### src/rtl/button_pkg.sv
// Shared types and default timing constants for the push-button input path.
// Used by the debouncer and any logic that consumes its state encoding.
package button_pkg;

    typedef enum logic [1:0] {
        RELEASED,
        PRESS_PENDING,
        PRESSED,
        RELEASE_PENDING
    } btn_state_t;

    // 10 ms and 0.5 s at the 16 MHz PLL clock.
    localparam int DEBOUNCE_10MS_16MHZ    = 160000;
    localparam int LONG_PRESS_500MS_16MHZ = 8000000;

endpackage

### src/rtl/sync_2ff.sv
// Generic two-flop synchronizer for asynchronous pad inputs.
// RESET_VAL is the idle level of the pad, loaded while rst is high.
module sync_2ff #(
    parameter bit RESET_VAL = 1'b0
) (
    input  logic clk,
    input  logic rst,
    input  logic d,
    output logic q
);

    logic meta_q;
    logic meta_d;
    logic sync_q;
    logic sync_d;

    // Next values: shift the pad level one stage per clock.
    always_comb begin
        meta_d = d;
        sync_d = meta_q;
    end

    // Synchronizer stages, reset to the idle pad level.
    always_ff @(posedge clk) begin
        if (rst) begin
            meta_q <= RESET_VAL;
            sync_q <= RESET_VAL;
        end else begin
            meta_q <= meta_d;
            sync_q <= sync_d;
        end
    end

    assign q = sync_q;

endmodule

### src/rtl/button_debounce.sv
// Debounces a raw push-button pin into a clean level plus press, release
// and long-press pulses, and keeps a wrapping count of accepted presses.
module button_debounce
    import button_pkg::*;
#(
    parameter int DEBOUNCE_CYCLES   = DEBOUNCE_10MS_16MHZ,
    parameter int LONG_PRESS_CYCLES = LONG_PRESS_500MS_16MHZ,
    parameter bit ACTIVE_LOW        = 1'b1
) (
    input  logic       clk_16mhz,
    input  logic       rst,
    input  logic       btn_pin,
    output logic       pressed,
    output logic       press,
    output logic       release_pulse,
    output logic       long_press,
    output logic [7:0] press_count
);

    localparam int STAB_W = $clog2(DEBOUNCE_CYCLES);
    localparam int HOLD_W = $clog2(LONG_PRESS_CYCLES + 1);

    localparam logic [STAB_W-1:0] STAB_LAST = STAB_W'(DEBOUNCE_CYCLES - 1);
    localparam logic [HOLD_W-1:0] HOLD_MAX  = HOLD_W'(LONG_PRESS_CYCLES);
    localparam logic [HOLD_W-1:0] HOLD_LAST = HOLD_W'(LONG_PRESS_CYCLES - 1);

    logic pin_sync;
    logic s;

    btn_state_t        state_q, state_d;
    logic [STAB_W-1:0] stab_q, stab_d;
    logic [HOLD_W-1:0] hold_q, hold_d;
    logic              pressed_q, pressed_d;
    logic              press_q, press_d;
    logic              release_q, release_d;
    logic              long_q, long_d;
    logic [7:0]        count_q, count_d;

    logic [HOLD_W-1:0] hold_adv;
    logic              hold_hit;
    logic              stab_done;

    // The synchronizer idles at the released pin level so reset never
    // looks like a press.
    sync_2ff #(
        .RESET_VAL (ACTIVE_LOW)
    ) u_sync (
        .clk (clk_16mhz),
        .rst (rst),
        .d   (btn_pin),
        .q   (pin_sync)
    );

    assign s = pin_sync ^ ACTIVE_LOW;

    // Next state, counters and output pulses; pulses default low.
    always_comb begin
        state_d   = state_q;
        stab_d    = stab_q;
        hold_d    = hold_q;
        pressed_d = pressed_q;
        press_d   = 1'b0;
        release_d = 1'b0;
        long_d    = 1'b0;
        count_d   = count_q;

        hold_adv  = (hold_q != HOLD_MAX) ? hold_q + HOLD_W'(1) : hold_q;
        hold_hit  = (hold_q == HOLD_LAST);
        stab_done = (stab_q == STAB_LAST);

        unique case (state_q)
            RELEASED: begin
                if (s) begin
                    state_d = PRESS_PENDING;
                    stab_d  = '0;
                end
            end
            PRESS_PENDING: begin
                if (!s) begin
                    state_d = RELEASED;
                end else if (stab_done) begin
                    state_d   = PRESSED;
                    pressed_d = 1'b1;
                    press_d   = 1'b1;
                    count_d   = count_q + 8'd1;
                    hold_d    = '0;
                end else begin
                    stab_d = stab_q + STAB_W'(1);
                end
            end
            PRESSED: begin
                hold_d = hold_adv;
                long_d = hold_hit;
                if (!s) begin
                    state_d = RELEASE_PENDING;
                    stab_d  = '0;
                end
            end
            RELEASE_PENDING: begin
                if (s) begin
                    state_d = PRESSED;
                end else if (stab_done) begin
                    state_d   = RELEASED;
                    pressed_d = 1'b0;
                    release_d = 1'b1;
                end else begin
                    stab_d = stab_q + STAB_W'(1);
                end
                // An accepted release suppresses a coincident long press.
                if (s || !stab_done) begin
                    hold_d = hold_adv;
                    long_d = hold_hit;
                end
            end
            default: begin
                state_d = RELEASED;
            end
        endcase
    end

    // State, counter and output registers.
    always_ff @(posedge clk_16mhz) begin
        if (rst) begin
            state_q   <= RELEASED;
            stab_q    <= '0;
            hold_q    <= '0;
            pressed_q <= 1'b0;
            press_q   <= 1'b0;
            release_q <= 1'b0;
            long_q    <= 1'b0;
            count_q   <= 8'd0;
        end else begin
            state_q   <= state_d;
            stab_q    <= stab_d;
            hold_q    <= hold_d;
            pressed_q <= pressed_d;
            press_q   <= press_d;
            release_q <= release_d;
            long_q    <= long_d;
            count_q   <= count_d;
        end
    end

    assign pressed       = pressed_q;
    assign press         = press_q;
    assign release_pulse = release_q;
    assign long_press    = long_q;
    assign press_count   = count_q;

endmodule

### config.mk
export PLATFORM = sky130hd
export DESIGN_NAME = button_debounce
export DESIGN_NICKNAME = d
export VERILOG_FILES = /design/src/rtl/button_pkg.sv /design/src/rtl/sync_2ff.sv /design/src/rtl/button_debounce.sv
export SDC_FILE = /design/constraint.sdc
export NUM_CORES = 1
export LEC_CHECK = 0
export ABC_AREA = 0
export ABC_CLOCK_PERIOD_IN_PS = 2900
export CAP_MARGIN = 20
export CELL_PAD_IN_SITES_DETAIL_PLACEMENT = 1
export CELL_PAD_IN_SITES_GLOBAL_PLACEMENT = 1
export CORE_MARGIN = 2
export CORE_UTILIZATION = 45
export CTS_BUF_LIST = sky130_fd_sc_hd__clkbuf_4 sky130_fd_sc_hd__clkbuf_8 sky130_fd_sc_hd__clkbuf_16
export DETAILED_ROUTE_END_ITERATION = 16
export PLACE_DENSITY = 0.82
export SETUP_SLACK_MARGIN = 0.5
export SYNTH_ARGS = -nofsm -noshare
export SYNTH_HDL_FRONTEND = slang
export SYNTH_HIERARCHICAL = 1
export SYNTH_SLANG_ARGS = --single-unit
### constraint.sdc
create_clock -name clk_16mhz -period 2.9 [get_ports clk_16mhz]
set_clock_uncertainty 0.05 [all_clocks]
set_input_delay 0.87 -clock clk_16mhz [delete_from_list [all_inputs] [get_ports clk_16mhz]]
set_output_delay 0.87 -clock clk_16mhz [all_outputs]
set_load 0.05 [all_outputs]
==> impl_metrics.json <==
{
  "first_iter_violations": 115,
  "dpl.hpwl_mm": 4.880,
  "worst_hold_slack_ns": 0.3923,
  "synthesis.area_um2": 2935,
  "core_area_um2": 6314,
  "hp-class": "reg -> reg",
  "crit_chain": "clkdlybuf4s50_1",
  "cts.path.max_buffers": 2,
  "crit_path_category": "reg -> out",
  "timing.critical_path.slowest_cell_delay_ns": 0.80,
  "clock.fmax_mhz": 423.7,
  "rsz_0062_raised_after_global_routing": "yes",
  "syn_avg_cell_area_um2": 8.788,
  "worst_hold_startpoint": "u_sync/meta_q$_SDFF_PP1_",
  "clkLatencyLatePin_ns": 0.34,
  "floorplan.die.height_um": 84.77,
  "cts_made_buffers": 9,
  "tritoncts": "built",
  "rr_startpoint": "stab_q[0]$_SDFFE_PP0P_",
  "clkSinkCount": 57,
  "postCtsSetupRepairBufs": 0,
  "pin_count": 15,
  "setup.worst_path.start_class": "register",
  "setup_total_negative_slack_ns": 0,
  "critical-path-top-delay-family": "buffers and inverters",
  "gr-total-overflow": 0,
  "post-route-min-period_ns": 2.360,
  "synthesis.nets": 341,
  "drive_above_1_share_pct": 11.71,
  "nFillCells": 760,
  "total_setup_violations_reported_at_the_end_of_the_flow": 0,
  "hold_bufs_at_cts": 0,
  "synth_top_cells_by_count": "sky130_fd_sc_hd__dfxtp_1 (57), sky130_fd_sc_hd__nor2_1 (35), sky130_fd_sc_hd__nand2_1 (32)",
  "flow.area_growth_from_synthesis_pct": 12.66,
  "initial_core_utilization_pct": 46.49,
  "synth_top_area_share_pct": 38.87,
  "h_tree_level_count": 3,
  "postSynth.topFlopCell": "sky130_fd_sc_hd__dfxtp_1",
  "vias_per_cell": 5.888,
  "cap_violations": 0,
  "finish.net_count": 352,
  "static-leakage-power_nw": 1.088,
  "synth-edff-count": 0,
  "timing.final.max_slew_violations": 0,
  "timing_worst_slew_pin_value_ns": 0.6652,
  "crit_required_ns": 1.98,
  "finalWirelength_mm": 7.211,
  "gp_routability_congestion": 0.7757,
  "run_status": "finished clean",
  "synth.most_common_cell": "sky130_fd_sc_hd__dfxtp_1",
  "dr_vias": 2514,
  "route.antenna.remaining_nets": 0,
  "num_antenna_cells": 0,
  "worst_setup_hold_path_clk_slew_ns": 0.06,
  "grt_pass1_vias": 2542,
  "grt_max_degree": 36,
  "slew_headroom_pct": 55.24,
  "drt_pre_antenna_iters": 4,
  "crit_fanout": 1,
  "finalHoldViolations": 0,
  "irDropWorstVdd_uv": 310.0,
  "die_width_um": 84.77,
  "yosysTopAreaCell": "sky130_fd_sc_hd__dfxtp_1",
  "crit_arrival_ns": 1.44,
  "route.detailed.wl_per_inst_um": 16.89,
  "worst_setup_sp": "press$_SDFF_PP0_",
  "cts_root_buffer": "sky130_fd_sc_hd__clkbuf_8",
  "cp_slowest_cell": "sky130_fd_sc_hd__clkdlybuf4s50_1",
  "cellPowerDensity_nw_per_um2": 493.1,
  "drcViolationCount": 0,
  "ys_ff_latch": 57,
  "initial_antenna_violation_count": 0,
  "netlist_instances": 334,
  "dieArea_um2": 7185,
  "globalRouteTotalUtil_pct": 21.33,
  "grt_pass1_wl_mm": 12.33,
  "synth-seq-area-share_pct": 38.87,
  "postLayoutCoreUtil_pct": 52.38,
  "endpoint_kind_of_the_worst_setup_timing_path": "primary output",
  "async_reset_ff_share_pct": 0,
  "synth_warnings": 6,
  "io_buffer_count": 14,
  "min_period_over_period_pct": 81.38,
  "post_synth_num_cell_types": 58,
  "number_of_buffer_and_inverter_stages_on_the_critical_path": 1,
  "post_synth_main_area_contributors": "sky130_fd_sc_hd__dfxtp_1 (39%), sky130_fd_sc_hd__xor2_1 (4.8%), sky130_fd_sc_hd__nor2_1 (4.5%), sky130_fd_sc_hd__nand2_1 (4.1%), sky130_fd_sc_hd__nand4_1 (3.6%)",
  "std_cell_rows": 29
}
[layout by cell type (no fill, tap or decap), drive strengths merged, types with 2 or more instances in the layout]
master         Yosys  final
dfxtp             57     57
nor2              35     35
nand2             32     32
nand3             21     21
nand4             17     17
xor2              16     16
a21oi             15     15
xnor2             11     11
a31oi             10     10
clkbuf            12     10
and3              10     10
nor4              10     10
o21ai              9      9
dlygate4sd2        0      9
nor4b              7      7
nor3               6      6
buf                7      6
inv                5      5
nand4b             5      5
clkdlybuf4s50      0      5
and4               5      5
or4b               4      4
ha                 4      4
or2                4      4
nand3b             3      3
clkinv             0      3
nor2b              2      2
a211oi             2      2
mux2i              2      2
a22oi              2      2
nor3b              2      2
bufinv             0      2
and2               2      2
and3b              2      2
[kinds of logic (layout without fill, tap and decap cells)]
group           after synthesis  in the layout  share of synthesized area (%)
mux                           2              2                         0.6820
xor+xnor                     27             27                          8.056
flops                        57             57                          38.87
fa+ha+maj                     4              4                          1.705
compound gates               47             47                          11.04
simple gates                172            172                          34.31
buf+inv                      25             41                          5.328
[stage by stage]
step	cells	worst slack [ns]	total power, mW	cell area (um2)
after global placement	411	0.5701	0.8404	3079
after global routing	427	0.4996	1.693	3307
after CTS	427	0.5003	1.647	3282
final	427	0.5400	1.631	3307
after floorplan	334	0.8207	0.8326	2935
after detailed placement	411	0.5229	0.8411	3079
[power by group]
| group | internal (mW) | leakage [nW] | total [mW] | switching (mW) |
|---|---|---|---|---|
| clock network | 0.488 | 0.109 | 0.808 | 0.319 |
| registers | 0.786 | 0.460 | 0.789 | 0.00276 |
| logic | 0.00990 | 0.519 | 0.0344 | 0.0245 |
[routing by layer]
metal | wire length [um] | up-vias | global-route usage [%]
met1 | 3439 | 1223 | 28.42
li1 | - | 1231 | -
met4 | 110 | 0 | 8.081
met3 | 218 | 13 | 3.638
met2 | 3443 | 47 | 34.57
met5 | 0 | - | 0
[sequential cells by signal, summed over array words and instances (netlist names), named ones only]
register and flops:
hold_q 23, press 1, stab_q 18, state_q 1, press_count 8, release_pulse 1
long_press 1, u_sync/q 1, u_sync/meta_q 1, pressed 1
[cell type report]
| cell class | count | area, um2 | share of cell area (%) |
|---|---|---|---|
| clock buffers | 10 | 131.4 | 3.973 |
| clock inverters | 6 | 82.58 | 2.497 |
| inverters | 5 | 18.77 | 0.5675 |
| multi-input cells | 252 | 1659 | 50.17 |
| flip-flops and latches | 57 | 1141 | 34.51 |
| well taps | 77 | 96.34 | 2.913 |
| repair buffers | 20 | 177.7 | 5.373 |
[what timing repair did]
action / CTS / global route
pin swaps: 0 / 0
gates resized for setup: 9 / 5
endpoints found under the setup margin: 9 / 21
[path summary, 6_finish.rpt]
kind	to	slack, ns	cells after the start
max	press	0.54	1
min	u_sync/q$_SDFF_PP1_	0.39	1
max reg2reg	hold_q[20]$_SDFFE_PP0P_	0.65	7
min reg2reg	u_sync/q$_SDFF_PP1_	0.39	1
(Power assumes the default switching activity.)
